`src/rtl/lap_time_text_gen_if.sv`:
```
// rtl/lap_time_text_gen_if.sv - conversion handshake and character lookup bus for the lap-time text line
interface lap_time_text_gen_if #(
  parameter int TIME_W = 16
);
  logic              start;
  logic [TIME_W-1:0] time_in;
  logic [1:0]        mode;
  logic [15:0]       char_xy;
  logic [6:0]        char_code;
  logic              busy;
  logic              done;
  logic              ovf;

  modport master (
    output start, time_in, mode, char_xy,
    input  char_code, busy, done, ovf
  );

  modport slave (
    input  start, time_in, mode, char_xy,
    output char_code, busy, done, ovf
  );
endinterface

```
`src/rtl/lap_time_text_gen.sv`:
```
// rtl/lap_time_text_gen.sv - lap time (centiseconds) to M:SS:CC text line for the HUD character renderer
module lap_time_text_gen #(
  parameter int TIME_W     = 16,
  parameter int MIN_DIGITS = 1,
  parameter int ROW        = 0
) (
  input logic               pclk,
  input logic               rst_n,
  lap_time_text_gen_if.slave bus
);

  localparam int RW = (TIME_W > 19) ? TIME_W : 19;
  localparam longint unsigned CAP     = (64'd1 << TIME_W) - 64'd1;
  localparam longint unsigned MAX_RAW = (MIN_DIGITS == 2) ? 64'd359999 : 64'd59999;
  localparam longint unsigned MAX_L   = (MAX_RAW < CAP) ? MAX_RAW : CAP;
  localparam logic [RW-1:0] MAX   = RW'(MAX_L);
  localparam logic [RW-1:0] K_MIN = RW'(6000);
  localparam logic [RW-1:0] K_SEC = RW'(100);
  localparam logic [RW-1:0] K_CS  = RW'(10);
  localparam logic [7:0]    ROW_B = ROW[7:0];
  localparam logic [103:0]  L_BEST = "BEST LAP TIME";
  localparam logic [103:0]  L_LAST = "LAST LAP TIME";
  localparam logic [103:0]  L_LAP  = "LAP TIME     ";

  typedef enum logic [2:0] {S_IDLE, S_LOAD, S_MIN, S_SEC, S_CS, S_COMMIT} state_t;

  state_t            state;
  logic [TIME_W-1:0] tin;
  logic [TIME_W-1:0] pend_val;
  logic              pend;
  logic [RW-1:0]     rem;
  logic              ovf_work;
  logic [7:0]        w_min, w_sec;
  logic [3:0]        w_cs_t, w_cs_o;
  logic [7:0]        c_min, c_sec;
  logic [3:0]        c_cs_t, c_cs_o;
  logic              valid;

  function automatic logic [7:0] bcd_inc(input logic [7:0] v);
    if (v[3:0] == 4'd9) return {v[7:4] + 4'd1, 4'd0};
    else                return {v[7:4], v[3:0] + 4'd1};
  endfunction

  always_ff @(posedge pclk) begin
    if (!rst_n) begin
      state    <= S_IDLE;
      bus.busy <= 1'b0;
      bus.done <= 1'b0;
      bus.ovf  <= 1'b0;
      tin      <= '0;
      pend_val <= '0;
      pend     <= 1'b0;
      rem      <= '0;
      ovf_work <= 1'b0;
      w_min    <= '0;
      w_sec    <= '0;
      w_cs_t   <= '0;
      w_cs_o   <= '0;
      c_min    <= '0;
      c_sec    <= '0;
      c_cs_t   <= '0;
      c_cs_o   <= '0;
      valid    <= 1'b0;
    end else begin
      bus.done <= 1'b0;
      if (bus.start && state != S_IDLE) begin
        pend     <= 1'b1;
        pend_val <= bus.time_in;
      end
      case (state)
        S_IDLE: begin
          if (bus.start) begin
            tin      <= bus.time_in;
            state    <= S_LOAD;
            bus.busy <= 1'b1;
          end
        end
        S_LOAD: begin
          ovf_work <= (RW'(tin) > MAX);
          rem      <= (RW'(tin) > MAX) ? MAX : RW'(tin);
          w_min    <= '0;
          w_sec    <= '0;
          w_cs_t   <= '0;
          w_cs_o   <= '0;
          state    <= S_MIN;
        end
        S_MIN: begin
          if (rem >= K_MIN) begin
            rem   <= rem - K_MIN;
            w_min <= bcd_inc(w_min);
          end else begin
            state <= S_SEC;
          end
        end
        S_SEC: begin
          if (rem >= K_SEC) begin
            rem   <= rem - K_SEC;
            w_sec <= bcd_inc(w_sec);
          end else begin
            state <= S_CS;
          end
        end
        S_CS: begin
          if (rem >= K_CS) begin
            rem    <= rem - K_CS;
            w_cs_t <= w_cs_t + 4'd1;
          end else begin
            w_cs_o <= rem[3:0];
            state  <= S_COMMIT;
          end
        end
        S_COMMIT: begin
          c_min    <= w_min;
          c_sec    <= w_sec;
          c_cs_t   <= w_cs_t;
          c_cs_o   <= w_cs_o;
          bus.ovf  <= ovf_work;
          valid    <= 1'b1;
          bus.done <= 1'b1;
          // A start arriving in this very cycle is newer than anything already pending.
          if (pend || bus.start) begin
            tin   <= bus.start ? bus.time_in : pend_val;
            pend  <= 1'b0;
            state <= S_LOAD;
          end else begin
            state    <= S_IDLE;
            bus.busy <= 1'b0;
          end
        end
        default: begin
          state    <= S_IDLE;
          bus.busy <= 1'b0;
        end
      endcase
    end
  end

  function automatic logic [6:0] label_char(input logic [1:0] m, input logic [7:0] c);
    int sh;
    sh = 8 * (12 - int'(c));
    case (m)
      2'd0:    return L_BEST[sh +: 7];
      2'd1:    return L_LAST[sh +: 7];
      default: return L_LAP[sh +: 7];
    endcase
  endfunction

  function automatic logic [6:0] digit_char(input logic [3:0] d, input logic v);
    return v ? {3'b011, d} : 7'h2D;
  endfunction

  logic [6:0] lut;
  logic [7:0] col;
  logic [7:0] idx;

  // idx walks the fixed tail "MM:SS:CC"; single-digit minutes skip the tens slot.
  always_comb begin
    lut = 7'h00;
    col = bus.char_xy[15:8];
    idx = col - 8'd15 + ((MIN_DIGITS == 2) ? 8'd0 : 8'd1);
    if (bus.char_xy[7:0] == ROW_B) begin
      if (col < 8'd13)       lut = label_char(bus.mode, col);
      else if (col == 8'd13) lut = 7'h3A;
      else if (col == 8'd14) lut = 7'h20;
      else begin
        case (idx)
          8'd0:    lut = digit_char(c_min[7:4], valid);
          8'd1:    lut = digit_char(c_min[3:0], valid);
          8'd2:    lut = 7'h3A;
          8'd3:    lut = digit_char(c_sec[7:4], valid);
          8'd4:    lut = digit_char(c_sec[3:0], valid);
          8'd5:    lut = 7'h3A;
          8'd6:    lut = digit_char(c_cs_t, valid);
          8'd7:    lut = digit_char(c_cs_o, valid);
          default: lut = 7'h00;
        endcase
      end
    end
  end

  always_ff @(posedge pclk) begin
    if (!rst_n) bus.char_code <= 7'h00;
    else        bus.char_code <= lut;
  end

endmodule

```
`src/flat_wrapper.sv`:
```
// flat-port wrapper written by rule: the top's interface ports become plain ports
module lap_time_text_gen_flat 
#(
  parameter int TIME_W     = 16,
  parameter int MIN_DIGITS = 1,
  parameter int ROW        = 0
)
  (pclk, rst_n, bus_start, bus_time_in, bus_mode, bus_char_xy, bus_char_code, bus_busy, bus_done, bus_ovf);
  lap_time_text_gen_if #(.TIME_W(TIME_W)) bus_i ();
  input logic pclk;
  input logic rst_n;
  input wire logic [$bits(bus_i.start)-1:0] bus_start;
  input wire logic [$bits(bus_i.time_in)-1:0] bus_time_in;
  input wire logic [$bits(bus_i.mode)-1:0] bus_mode;
  input wire logic [$bits(bus_i.char_xy)-1:0] bus_char_xy;
  output wire logic [$bits(bus_i.char_code)-1:0] bus_char_code;
  output wire logic [$bits(bus_i.busy)-1:0] bus_busy;
  output wire logic [$bits(bus_i.done)-1:0] bus_done;
  output wire logic [$bits(bus_i.ovf)-1:0] bus_ovf;
  assign bus_i.start = bus_start;
  assign bus_i.time_in = bus_time_in;
  assign bus_i.mode = bus_mode;
  assign bus_i.char_xy = bus_char_xy;
  assign bus_char_code = bus_i.char_code;
  assign bus_busy = bus_i.busy;
  assign bus_done = bus_i.done;
  assign bus_ovf = bus_i.ovf;
  lap_time_text_gen #(.TIME_W(TIME_W), .MIN_DIGITS(MIN_DIGITS), .ROW(ROW)) u_core (.pclk(pclk), .rst_n(rst_n), .bus(bus_i));
endmodule
```
`config.mk`:
```
export PLATFORM = sky130hd
export DESIGN_NAME = lap_time_text_gen_flat
export DESIGN_NICKNAME = d
export VERILOG_FILES = /design/src/rtl/lap_time_text_gen_if.sv /design/src/rtl/lap_time_text_gen.sv /design/src/flat_wrapper.sv
export SDC_FILE = /design/constraint.sdc
export NUM_CORES = 1
export LEC_CHECK = 0
export ABC_AREA = 0
export CAP_MARGIN = 15
export CORE_AREA = 2 2 115 117
export DETAILED_ROUTE_END_ITERATION = 10
export DIE_AREA = 0 0 117 119
export PLACE_DENSITY_LB_ADDON = 0.3
export SYNTH_ARGS = -nofsm -noshare
export SYNTH_HDL_FRONTEND = slang
export SYNTH_SLANG_ARGS = --single-unit
```
`constraint.sdc`:
```
create_clock -name pclk -period 2.3 [get_ports pclk]
set_input_delay 0.46 -clock pclk [delete_from_list [all_inputs] [get_ports pclk]]
set_output_delay 0.46 -clock pclk [all_outputs]
set_load 0.03 [all_outputs]
```
==> results of run 1 <==
synth_stat cells (5+ instances only):
library cell	instances	area [sq um]
a21boi_0	29	218
or4_1	8	60.1
ha_1	23	288
a31oi_1	9	56.3
dfxtp_1	115	2300
a211o_1	5	43.8
nor4_1	6	37.5
a221oi_1	8	70.1
inv_1	20	75.1
o22ai_1	7	43.8
nand3_1	23	115
a222oi_1	5	50.1
xnor2_1	10	87.6
o21ai_0	51	255
clkbuf_1	47	176
nand2_1	154	578
a21oi_1	62	310
xor2_1	14	123
a22oi_1	6	45.0
or3_1	7	43.8
nor2_1	84	315
buf_2	9	45.0
nor3_1	20	100
o21ai_1	9	45.0
nor2b_1	7	43.8
a211oi_1	7	52.6
o211a_1	5	50.1
nand4_1	8	50.1
a311oi_1	14	123
worst max-delay path, stage by stage (launching register included):
cell and delay, ns:
dfxtp_2 0.32, inv_2 0.07, ha_4 0.14, nor2b_2 0.05, or4_4 0.53, buf_6 0.14, nor4_4 0.26, nor4b_4 0.10
buf_4 0.17, and4_4 0.19, a22oi_2 0.13, nor2b_1 0.06
metrics by stage:
| step | hold WS (ns) | util |
|---|---|---|
| finish | 0.448 | 0.691 |
| global route | 0.465 | 0.691 |
| CTS | 0.453 | 0.677 |
| detailed placement | 0.445 | 0.627 |
| global placement | 0.441 | 0.627 |
| floorplan | 0.432 | - |
cell families (layout without fill, tap and decap cells):
kind of cell    count (synthesis)  in the layout
compound gates                269            269
mux                             7              7
flops                         115            115
fa+ha+maj                      23             23
buf+inv                        83            228
simple gates                  354            354
xor+xnor                       24             24
how the worst max path moves through the flow:
stage,startpoint,endpoint
2_1_floorplan,u_core.rem[2],u_core.rem[7]
3_3_place_gp,bus_char_xy[9],u_core.bus.char_code[4]
3_5_place_dp,bus_char_xy[9],u_core.bus.char_code[4]
4_1_cts,u_core.rem[18],u_core.rem[17]
5_1_grt,u_core.rem[2],u_core.rem[2]
6_report,u_core.rem[2],u_core.rem[17]
cells in the final DEF (no fill, tap or decap), types with 16 or more instances in the layout:
master / n
nor2_1: 83
a21boi_0: 29
buf_4: 125
clkdlybuf4s50_1: 42
nor3_1: 17
ha_1: 18
clkbuf_16: 17
inv_1: 16
nand3_1: 23
a21oi_1: 61
dfxtp_1: 107
nand2_1: 152
o21ai_0: 47
metal layers:
metal / vias to the layer above / wire (microns)
met4: 0 / 318
met2: 335 / 9210
li1: 3426 / -
met5: - / 0
met3: 39 / 1550
met1: 3363 / 8580
sequential cells by signal, indices dropped and copies added, names as in the netlist, 7 cells and up:
name and count:
u_core.rem 19, u_core.tin 16, u_core.w_min 8, u_core.w_sec 8, u_core.c_min 8, u_core.pend_val 16
u_core.bus.char_code 7, u_core.c_sec 8
report_power, final:
group | switching, W | internal, W | total (W)
clock network | 0.000933 | 0.00181 | 0.00274
logic | 0.00153 | 0.00128 | 0.00281
registers | 0.000225 | 0.00218 | 0.00241
timing repair:
item                                    4_1_cts  5_1_grt
endpoints found under the setup margin       10       35
gates resized for setup                       5       43
buffers inserted                              0        7
cloned                                        0        0
pin swaps                                     0       13
hold buffers                                  0        0
cell type report:
type | count | share of cell area
inverters | 21 | 0.00886
multi-input cells | 677 | 0.473
clock buffers | 23 | 0.0548
repair buffers | 176 | 0.165
clock inverters | 8 | 0.0141
well taps | 176 | 0.0248
flip-flops and latches | 115 | 0.260
==> summary.md, run 1 <==
| Metric | Value |
|---|---|
| Vias per cell | `5.99` |
| Total power draw | `0.00796 W` |
| CP Max Fanout | `5` |
| Layout cell share with drive strength beyond 1 | `0.212` |
| Non-Filler Instances | `1196` |
| Hold Path End | `u_core.c_cs_o[0]` |
| # diodes | `0` |
| Post-synth EDFFs | `0` |
| Number of cells after detailed placement | `1158` |
| Worst hold stages | `2` |
| VDD IR max | `0.520 mV` |
| Final #Nets | `1068` |
| Register area share after synthesis | `0.343` |
| CTS tree | `done` |
| Global routing's busiest layer | `met2` |
| Drt wl/cell | `16.4 microns` |
| Crit path required time | `2.61 ns` |
| Design Area, Final | `0.00890 sq mm` |
| Pin count of the biggest net entering global routing | `45` |
| Syn Nets | `935` |
| Total grt overflow | `0` |
| Starting Density | `0.522` |
| Num CTS Buffers | `17` |
| Initial DRT Pass Iterations | `7` |
| Multi-input gate area | `0.00421 sq mm` |
| Post-DRT Antenna Nets | `0` |
| Worst Hold Class | `reg -> reg` |
| DRT Wirelength | `19700 microns` |
| I/O pin count | `47` |
| Grt met3 use | `0.0616` |
| Compound-Gate Fraction of Synth Area | `0.269` |
| Worst slack, placed | `-0.448 ns` |
| First-pass GRT wire length | `31600 microns` |
| Synthesis Warnings | `0` |
| # fillers | `1026` |
| Synth unique cells | `79` |
| FF-to-FF End | `u_core.rem[17]` |
| Htree depth | `4` |
| Row cnt | `42` |
| CP startpoint kind | `flip-flop` |
| Arr. time, crit path | `2.59 ns` |
| CP Class | `reg -> reg` |
| Largest family of logic cells by synthesized area | `compound AO/OA/AOI/OAI gates` |
| Gate Count Post-Synth | `875` |
| Final setup violating endpoints | `0` |
| Critical Path End Type | `flip-flop` |
| Clk sinks | `115` |
| FMAX | `439 MHz` |
| Worst Reg-to-Reg Cells | `11` |
| Detailed Route Iter0 Violations | `676` |
| Skew final | `0.00777 ns` |
| Vias | `7163` |
| Static Leak | `3.47 nW` |
| Reg2Reg Launch Point | `u_core.rem[2]` |
| Max_cap viols | `0` |
| Clock Tree Root | `clkbuf_16` |
| Synth Area in XOR/XNOR | `0.0313` |
| Main flop type after synthesis | `dfxtp_1` |
| Slew Viols, Final | `0` |
| Slew headroom | `0.646` |
| Synth Register Bits | `115` |
| Final WS setup | `0.0197 ns` |
| Simple-gate portion of the synthesized area | `0.250` |
| Hold Startpoint | `u_core.w_cs_o[0]` |
| GR Util met1 | `0.394` |
| Worst Tran Pin Value | `0.528 ns` |
| Clock Tree Buf Depth | `2` |
| Mux cell area share after synthesis | `0.0112` |
| Status | `complete, no violations` |
| Port Buf Inserts | `46` |
| Core box area | `0.0129 sq mm` |
| Placed Area | `0.00807 sq mm` |
| Unrepaired setup endpoints after global routing | `yes` |
| PD cells | `894 mW/mm^2` |
| Reg area | `0.00231 sq mm` |
| DIE AREA | `0.0139 sq mm` |
| Worst-skew pair later-pin latency | `0.42 ns` |
| Adder-Cell Fraction of Synth Area | `0.0428` |
| Final period util | `0.991` |
| Die W | `117 microns` |
| Post-Syn Area | `0.00672 sq mm` |
| GRT Overall Usage | `0.285` |
| Detailed placer's ending HPWL | `13600 microns` |
| Post-synthesis async set-or-reset flop share | `0` |
| Layout area overhead | `32.4%` |
| Vias in the first global route | `6487` |
| Initial antenna violation count | `0` |
| Worst-path clk slew | `0.06 ns` |
| Reg2reg setup slack | `0.02 ns` |
| Final min period | `2.28 ns` |
| Chip height | `119 microns` |
| TNS Setup | `0 ns` |
| Final Hold Fails | `0` |
| M2 GR Usage | `0.443` |
| DRC Markers | `0` |
| Avg Inst Size Synth | `7.68 sq um` |
| Placer Congestion | `0.936` |
Note: power is estimated with default switching activity, not from simulation.
==> run 2, diff against run 1 <==
--- a/config.mk
+++ b/config.mk
@@ -5,11 +5,12 @@
 export SDC_FILE = /design/constraint.sdc
 export NUM_CORES = 1
 export LEC_CHECK = 0
-export ABC_AREA = 0
+export ABC_AREA = 1
+export ABC_CLOCK_PERIOD_IN_PS = 2300
 export CAP_MARGIN = 15
-export CORE_AREA = 2 2 115 117
+export CORE_AREA = 2 2 120 122
 export DETAILED_ROUTE_END_ITERATION = 10
-export DIE_AREA = 0 0 117 119
+export DIE_AREA = 0 0 122 124
 export PLACE_DENSITY_LB_ADDON = 0.3
 export SYNTH_ARGS = -nofsm -noshare
 export SYNTH_HDL_FRONTEND = slang
==> summary.md, run 2 <==
| Metric | Value |
|---|---|
| Synth top cells by count | `236 x nand2_1, 134 x inv_1, 133 x nor2_1` |
| Slowest stage delay, CP | `0.34 ns (-0.19 ns)` |
| # diodes | `0 (unchanged)` |
| Register area share after synthesis | `0.313 (-0.0292)` |
| PD cells | `1100 mW/mm^2 (+23%)` |
| Row cnt | `43 (+2.4%)` |
| Largest regs | `u_core.rem (19), u_core.pend_val (16), u_core.tin (16)` |
| DRC Markers | `0 (unchanged)` |
| FMAX | `470 MHz (+7.2%)` |
| Final #Nets | `1297 (+21%)` |
| Pin count of the biggest net entering global routing | `46 (+2.2%)` |
| Switching Share | `0.429 (+0.0912)` |
| # fillers | `1251 (+22%)` |
| Non-Filler Instances | `1430 (+20%)` |
| Skew final | `0.00586 ns (-0.00191 ns)` |
| Critical Path End Type | `flip-flop` |
| Final period util | `0.925 (-0.0665)` |
| Commonest non-fill, non-tap cells in the layout | `235 x nand2_1, 132 x inv_1, 130 x nor2_1` |
| DIE AREA | `0.0151 sq mm (+8.7%)` |
| Final hold slack | `0.432 ns (-0.0156 ns)` |
| VDD IR max | `0.664 mV (+28%)` |
| Detailed placer's ending HPWL | `14700 microns (+8.2%)` |
| Num CTS Buffers | `17 (unchanged)` |
| Avg Inst Size Synth | `6.43 sq um (-16%)` |
| CP Max Fanout | `15 (+10)` |
| Max_cap viols | `0 (unchanged)` |
| Synthesis Warnings | `0 (unchanged)` |
| CP Class | `reg -> reg` |
| Clock Tree Buf Depth | `2 (unchanged)` |
| Most common cell after layout, fill and taps aside | `nand2_1` |
| Syn Nets | `1202 (+29%)` |
| Vias in the first global route | `7163 (+10%)` |
| Number of cells after detailed placement | `1397 (+21%)` |
| Die W | `122 microns (+4.3%)` |
| Total grt overflow | `0 (unchanged)` |
| First-pass GRT wire length | `33700 microns (+6.7%)` |
| Internal power | `0.00565 W (+7.2%)` |
| Static Leak | `4.06 nW (+17%)` |
| Slew Viols, Final | `0 (unchanged)` |
| Final setup violating endpoints | `0 (unchanged)` |
| Arr. time, crit path | `2.49 ns (-0.10 ns)` |
| Post-synthesis async set-or-reset flop share | `0 (unchanged)` |
| Initial antenna violation count | `0 (unchanged)` |
| Combinational share of power | `0.440 (+0.087)` |
| Layout area overhead | `22.3%` |
| Crit path required time | `2.66 ns (+0.05 ns)` |
| Yosys top cell area share | `0.313 (-0.0292)` |
| Post-DRT Antenna Nets | `0 (unchanged)` |
| Placed Area | `0.00834 sq mm (+3.3%)` |
| Largest area contributor in the synthesized netlist | `dfxtp_1` |
| Clock share of power | `0.270 (-0.075)` |
| Worst Hold Class | `in -> reg` |
| Post-synth EDFFs | `0 (unchanged)` |
| CTS tree | `done` |
| Htree depth | `4 (unchanged)` |
| I/O pin count | `47 (unchanged)` |
| Placer Congestion | `0.934 (-0.18%)` |
| Vias | `7881 (+10%)` |
| GRT Overall Usage | `0.279 (-0.00613)` |
| Top post-synthesis cells by area | `dfxtp_1 31%, nand2_1 12%, nand3_1 8.5%` |
| Clock Tree Root | `clkbuf_16` |
| Top-count cell post-synth | `nand2_1` |
| Design Area, Final | `0.00898 sq mm (+0.96%)` |
| CP cell instances | `inv_2 > ha_2 > nor2_1 > nor2_1 > inv_2 > nor2_4 > nand2_2 > nor2_4 > nand4_1 > o21ai_2 > nor2_4 > buf_4 > nand2_1 > nand2_1 > nor2_1` |
| Final min period | `2.13 ns (-0.153 ns)` |
| CP startpoint kind | `flip-flop` |
| Chip height | `124 microns (+4.2%)` |
| Post-Syn Area | `0.00735 sq mm (+9.3%)` |
| Initial DRT Pass Iterations | `7 (unchanged)` |
| Reg with most FFs | `u_core.rem` |
| Worst Tran Pin Value | `0.684 ns (+0.156 ns)` |
| TNS Setup | `0 ns (unchanged)` |
| Core box area | `0.0137 sq mm (+6.6%)` |
| Synth Register Bits | `115 (unchanged)` |
| Hold-fix buffers, CTS | `0 (unchanged)` |
| Port Buf Inserts | `46 (unchanged)` |
| Seq pwr share | `0.290 (-0.012)` |
| Gate Count Post-Synth | `1142 (+31%)` |
| Worst-path clk slew | `0.06 ns (about the same)` |
| Psw | `0.00424 W (+58%)` |
| Vias per cell | `5.51 (-8.0%)` |
| Detailed Route Iter0 Violations | `705 (+4.3%)` |
| Layout cell share with drive strength beyond 1 | `0.153 (-0.0590)` |
| Drt wl/cell | `14.4 microns (-12%)` |
| Critical path's slowest cell | `dfxtp_2` |
| Status | `complete, no violations` |
| Number of flip-flops in the largest register | `19 (unchanged)` |
| DRT Wirelength | `20600 microns (+4.7%)` |
| Main flop type after synthesis | `dfxtp_1` |
| Total power draw | `0.00989 W (+24%)` |
| Starting Density | `0.535 (+0.0135)` |
| Worst-skew pair later-pin latency | `0.43 ns (about the same)` |
| Slew headroom | `0.544 (-0.102)` |
| Synth unique cells | `47 (-41%)` |
| Clk sinks | `115 (unchanged)` |
| Final Hold Fails | `0 (unchanged)` |
run 2: per-layer routing:
metal	share of wire	global-route usage	up-vias	wire length [microns]
li1	-	-	3976	-
met1	0.47	0.384	3599	9670
met2	0.45	0.456	280	9210
met3	0.070	0.0408	26	1440
met4	0.013	0.0819	0	261
met5	0	0	-	0
run 2: through the flow:
step,utilization,setup slack [ns]
2_1_floorplan,-,0.343
3_3_place_gp,0.608,-0.181
6_report,0.655,0.173
3_5_place_dp,0.608,-0.233
5_1_grt,0.655,-0.00251
4_1_cts,0.651,0.0528
run 2: worst paths after layout:
kind	start	to	slack [ns]	depth (start not counted)
worst min register to register	u_core.w_cs_o[1]	u_core.w_cs_o[1]	0.46	2
worst max-delay path	u_core.rem[2]	u_core.rem[10]	0.17	15
worst max register to register	u_core.rem[2]	u_core.rem[10]	0.17	15
worst min-delay path	rst_n	u_core.w_min[7]	0.43	3
run 2: worst max-delay path: cells and delay by family, from the launching register on:
kind            cells  cell delay, ns
simple gates       10            1.02
buf+inv             3            0.37
flops               1            0.34
fa+ha+maj           1            0.20
compound gates      1            0.12
run 2: final cells by class:
class	instances	area, sq um	area share
multi-input combinational	834	4280	0.476
sequential	115	2310	0.257
timing repair buffer	120	1020	0.114
inverter	149	559	0.0623
clock buffer	18	439	0.0489
tap	180	225	0.0251
clock inverter	14	153	0.0170
run 2: kinds of logic (layout without fill, tap and decap cells):
kind of cell             Yosys count  in the layout  synth area share
flip-flops                       115            115             0.313
adder cells (fa/ha/maj)           23             23            0.0392
AND/OR/NAND/NOR                  586            586             0.361
AO/OA/AOI/OAI                    222            222             0.172
buffers and inverters            193            301             0.110
XOR/XNOR                           3              3           0.00358
run 2: power groups by stage:
stage	Clock, W	Sequential [W]	Combinational [W]
final	0.00267	0.00286	0.00435
after global routing	0.00276	0.00292	0.00489
after CTS	0.00268	0.00284	0.00421
after detailed placement	0	0.00288	0.00418
after global placement	0	0.00286	0.00410
after floorplan	0	0.00272	0.00318
run 2: timing repair:
item / in CTS / in global routing
resized for setup: 0 / 16
setup endpoints to repair: 0 / 40
buffers inserted: 0 / 1
